<file path="config.mk">
export PLATFORM = sky130hd
export DESIGN_NAME = csi_sync_fifo
export DESIGN_NICKNAME = d
export VERILOG_FILES = /design/src/rtl/csi_sync_fifo.sv
export SDC_FILE = /design/constraint.sdc
export NUM_CORES = 1
export LEC_CHECK = 0
export CAP_MARGIN = 20
export CORE_MARGIN = 4
export CORE_UTILIZATION = 45
export DETAILED_ROUTE_END_ITERATION = 10
export PLACE_DENSITY_LB_ADDON = 0.3
export SYNTH_ARGS = -nofsm -noshare
export SYNTH_HDL_FRONTEND = slang
export SYNTH_SLANG_ARGS = --single-unit
</file>
<file path="constraint.sdc">
create_clock -name Clk -period 2.7 [get_ports Clk]
set_input_delay 0.27 -clock Clk [delete_from_list [all_inputs] [get_ports Clk]]
set_output_delay 0.27 -clock Clk [all_outputs]
set_load 0.01 [all_outputs]
</file>
<file path="src/rtl/csi_sync_fifo.sv">
// csi_sync_fifo: parametrised single-clock FIFO between the CSI protocol
// layer (byte producer) and the D-PHY adapter (byte consumer).
// Provides a registered occupancy count, almost-full/almost-empty
// watermarks and sticky overflow/underflow error flags.
// Optional feature macro: CSI_FIFO_FWFT_EN
//   defined   -> first-word-fall-through output (head word always visible)
//   undefined -> registered read (popped word appears one edge after pop)
module csi_sync_fifo #(
  parameter int DATA_WIDTH = 8,
  parameter int DEPTH      = 16,
  parameter int AF_MARGIN  = 2,
  parameter int AE_MARGIN  = 2
) (
  input  logic                         Clk,
  input  logic                         ResetN,
  input  logic                         ValidRx,
  input  logic [DATA_WIDTH-1:0]        DataRx,
  output logic                         FullRx,
  output logic                         AlmostFullRx,
  input  logic                         ReadyTx,
  output logic [DATA_WIDTH-1:0]        DataTx,
  output logic                         ValidTx,
  output logic                         EmptyTx,
  output logic                         AlmostEmptyTx,
  output logic [$clog2(DEPTH+1)-1:0]   Level,
  input  logic                         ClearErr,
  output logic                         OverflowErr,
  output logic                         UnderflowErr
);

  localparam int PW = (DEPTH > 1) ? $clog2(DEPTH) : 1;
  localparam int LW = $clog2(DEPTH + 1);

  localparam logic [PW-1:0] LAST_PTR   = PW'(DEPTH - 1);
  localparam logic [LW-1:0] FULL_LEVEL = LW'(DEPTH);
  localparam logic [LW-1:0] AF_LEVEL   = LW'(DEPTH - AF_MARGIN);
  localparam logic [LW-1:0] AE_LEVEL   = LW'(AE_MARGIN);
  localparam logic [LW-1:0] ZERO_LEVEL = '0;

  logic [DATA_WIDTH-1:0] mem [DEPTH];
  logic [PW-1:0]         wrPtr;
  logic [PW-1:0]         rdPtr;
  logic [LW-1:0]         levelNext;
  logic                  push;
  logic                  pop;

  // Full/empty come from the registered level, so a same-cycle pop never
  // opens room for a write into a full FIFO.
  assign FullRx  = (Level == FULL_LEVEL);
  assign EmptyTx = (Level == ZERO_LEVEL);
  assign push    = ValidRx && !FullRx;
  assign pop     = ReadyTx && !EmptyTx;

  // Next occupancy: +1 on push only, -1 on pop only, otherwise unchanged.
  always_comb begin
    levelNext = Level;
    if (push && !pop) begin
      levelNext = Level + LW'(1);
    end else if (pop && !push) begin
      levelNext = Level - LW'(1);
    end
  end

  // Storage write; contents need no reset because the level makes them invisible.
  always_ff @(posedge Clk) begin
    if (ResetN && push) begin
      mem[wrPtr] <= DataRx;
    end
  end

  // Pointers, level, watermarks and sticky error flags.
  always_ff @(posedge Clk) begin
    if (!ResetN) begin
      wrPtr         <= '0;
      rdPtr         <= '0;
      Level         <= '0;
      AlmostFullRx  <= (ZERO_LEVEL >= AF_LEVEL);
      AlmostEmptyTx <= (ZERO_LEVEL <= AE_LEVEL);
      OverflowErr   <= 1'b0;
      UnderflowErr  <= 1'b0;
    end else begin
      if (push) begin
        wrPtr <= (wrPtr == LAST_PTR) ? '0 : wrPtr + 1'b1;
      end
      if (pop) begin
        rdPtr <= (rdPtr == LAST_PTR) ? '0 : rdPtr + 1'b1;
      end
      Level         <= levelNext;
      AlmostFullRx  <= (levelNext >= AF_LEVEL);
      AlmostEmptyTx <= (levelNext <= AE_LEVEL);
      OverflowErr   <= (ValidRx && FullRx) || (OverflowErr && !ClearErr);
      UnderflowErr  <= (ReadyTx && EmptyTx) || (UnderflowErr && !ClearErr);
    end
  end

`ifdef CSI_FIFO_FWFT_EN
  // Head word falls through; masked to zero while empty so stale storage never shows.
  always_comb begin
    ValidTx = !EmptyTx;
    DataTx  = EmptyTx ? '0 : mem[rdPtr];
  end
`else
  // Registered read: a pop loads the head word and flags it valid for one cycle.
  always_ff @(posedge Clk) begin
    if (!ResetN) begin
      DataTx  <= '0;
      ValidTx <= 1'b0;
    end else if (pop) begin
      DataTx  <= mem[rdPtr];
      ValidTx <= 1'b1;
    end else begin
      ValidTx <= 1'b0;
    end
  end
`endif

endmodule
</file>
==> results.py <==
metrics = {
    "timing": {
        "tightest_slew_ns": 0.735,
        "final-max-slew-violation-count": 0,
        "setup_viol": 0,
        "rsz0062_at_grt": "no",
        "clock_skew_ns": 0.00475,
        "fin_setup_tns_ns": 0,
        "hold_viol": 0,
        "fin_crit_sh": 0.890,
        "fin_crit_ns": 2.40,
        "slew-limit-headroom": 0.508,
        "fmax_ghz": 0.416,
    },
    "placed_design": {
        "dp.cells": 571,
        "dp_hpwl_um": 7710,
        "io_buffers": 32,
        "place_congestion": 0.815,
        "dpl-instance-area_um2": 6820,
    },
    "final_layout": {
        "fin_nets": 434,
        "mostFrequentLayoutCells": "edfxtp_1 (128), mux4_2 (32), clkdlybuf4s50_1 (32)",
        "final_cell_area_um2": 7460,
        "drive_gt1_frac": 0.232,
        "layout_commonest_cell": "edfxtp_1",
        "final_cells": 603,
        "n_fill_cell": 1031,
        "diodes": 0,
        "area_growth_pct": 20.7,
    },
    "clocking": {
        "cts.repair.resized": 0,
        "clk_pin_slew_ns": 0.06,
        "cts_buffers": 17,
        "cts_tree": "built",
        "ctsLongestPathBuffers": 2,
        "htreeDepth": 4,
        "post_cts_buffers": 0,
        "cts_root_buffer": "clkbuf_16",
        "cts.sinks": 154,
        "postCtsHoldBufs": 0,
        "insertion_delay_ns": 0.41,
    },
    "floorplan": {
        "die_area_um2": 15700,
        "initial_core_util": 0.463,
        "rows": 42,
        "die_w_um": 125,
        "core_area_um2": 13300,
        "ioPinCount": 33,
        "die_h_um": 125,
    },
    "detailed_routing": {
        "m1WireLength_um": 5070,
        "vias": 3354,
        "vias_per_cell": 5.56,
        "drcViolationCount": 0,
        "routedWlPerCell_um": 20.0,
        "met3WireLength_um": 785,
        "drtIter0Drc": 257,
        "firstDrtPassIters": 4,
        "wl_met2_um": 6060,
        "finalWirelength_um": 12000,
        "top_layer": "met4",
        "final_antenna_net_count": 0,
    },
    "logic_synthesis": {
        "synth_flop_cell": "edfxtp_1",
        "ys_seq_area_frac": 0.706,
        "ys_ff_latch": 154,
        "async_flop_share": 0,
        "synth_top_area_share": 0.622,
        "synth_edf_count": 128,
        "avgSynthCellArea_um2": 17.3,
        "yosys_warnings": 0,
        "post_synth_num_cell_types": 51,
        "yosys-top-cells-area": "edfxtp_1 (62%), mux4_2 (12%), dfxtp_1 (8.4%)",
        "synthesis.nets": 378,
        "synth_area_um2": 6180,
        "yosysTopAreaCell": "edfxtp_1",
        "syn_inst": 358,
    },
    "job": {
        "cap_viol_max_count": 0,
    },
    "grt": {
        "grt_pass1_wl_um": 19300,
        "antenna_found_initial": 0,
        "track_usage": 0.163,
        "grt_pass1_vias": 3398,
        "overflow": 0,
        "grt_max_degree": 31,
    },
    "setup_path": {
        "required_ns": 2.43,
        "cp_max_fo": 7,
        "worstReg2RegEnd": "DataTx[2]$_SDFFE_PN0P_",
        "reg2reg_from": "rdPtr[0]$_SDFFE_PN0P_",
        "crit_type": "flop to output port",
        "r2r_cells": 5,
        "cp-start-kind": "flop",
        "crit_chain": "inv_1, ha_1, nor4b_4, clkdlybuf4s50_1",
        "endpoint_kind": "output port",
        "critPathMaxStageDelay_ns": 0.64,
        "slowest_stage": "clkdlybuf4s50_1",
        "arrival_ns": 2.13,
        "r2r_setup_slack_ns": 0.49,
    },
    "min_path": {
        "min_path_cells": 2,
        "hp-class": "flop to flop",
        "timing.hold.worst.start": "DataTx[0]$_SDFFE_PN0P_",
        "hold_end": "DataTx[0]$_SDFFE_PN0P_",
    },
    "pwr": {
        "ir_drop_mv": 0.473,
        "power_leakage_nw": 2.45,
        "power_density_nw_per_um2": 897,
    },
    "outcome": {
        "status": "complete, no violations",
    },
}
## critical path, delay by kind of cell, from the launching register on
family / cells / cell delay [ns]
flops: 1 / 0.31
buf+inv: 2 / 0.69
fa+ha+maj: 1 / 0.23
simple gates: 1 / 0.49
## power by group
group	leakage, nW	internal, W	switching (W)	total (W)
registers	1.37	0.00267	0.0000791	0.00275
clock network	0.312	0.00157	0.000955	0.00252
logic	0.767	0.000731	0.000687	0.00142
## synth_stat cells, types with 2 or more instances
cell type,n
edfxtp_1,128
a21boi_0,4
nor2b_1,10
a221oi_1,8
a211oi_4,2
nand2b_1,2
buf_2,4
dfxtp_1,26
buf_1,3
and2_1,3
a21oi_1,10
xnor2_1,2
xor2_1,2
a22o_1,8
nor3_1,5
o21ai_0,5
nor2_1,18
or3_1,2
nand3_1,5
inv_1,7
mux4_2,32
nand2_1,23
ha_1,7
clkbuf_1,8
o22ai_1,8
## sequential cells by signal (all words and copies together), names as in the netlist
signal / count
DataTx: 8
UnderflowErr: 1
OverflowErr: 1
Level: 5
AlmostEmptyTx: 1
mem: 128
AlmostFullRx: 1
rdPtr: 4
wrPtr: 4
ValidTx: 1
## logic make-up after synthesis
group | after synthesis | synth area share
compound gates | 52 | 0.0644
simple gates | 81 | 0.0701
xor+xnor | 4 | 0.00567
mux | 34 | 0.120
flops | 154 | 0.706
fa+ha+maj | 7 | 0.0142
buf+inv | 26 | 0.0192
## layout make-up
class                           count  area [µm²]  area share
Sequential cell                   154        4370       0.585
Multi-Input combinational cell    178        1700       0.227
Timing Repair Buffer               56         513      0.0688
Clock buffer                       17         425      0.0570
Tap cell                          176         220      0.0295
Clock inverter                     15         213      0.0285
Inverter                            7        26.3     0.00352
## through the flow
step,setup WS (ns),total power [W],util,hold slack (ns)
6_report,0.296,0.00669,0.559,0.471
4_1_cts,0.274,0.00676,0.559,0.473
3_5_place_dp,0.459,0.00423,0.511,0.462
3_3_place_gp,0.499,0.00421,0.511,0.459
5_1_grt,0.219,0.00700,0.559,0.506
2_1_floorplan,0.257,0.00375,-,0.369
## per-layer routing
metal | vias to the layer above | track usage
li1 | 1534 | -
met1 | 1688 | 0.222
met2 | 121 | 0.262
met3 | 11 | 0.0375
met4 | 0 | 0.0574
met5 | - | 0
## worst max path at each step
stage	to	slack, ns	start
5_1_grt	EmptyTx	0.22	Level[0]$_SDFF_PN0_
3_3_place_gp	mem[2][0]$_DFFE_PP_	0.50	ValidRx
3_5_place_dp	mem[3][7]$_DFFE_PP_	0.46	ValidRx
4_1_cts	EmptyTx	0.27	Level[0]$_SDFF_PN0_
6_report	EmptyTx	0.30	Level[0]$_SDFF_PN0_
2_1_floorplan	mem[2][0]$_DFFE_PP_	0.26	Level[0]$_SDFF_PN0_
(Power assumes the default switching activity.)
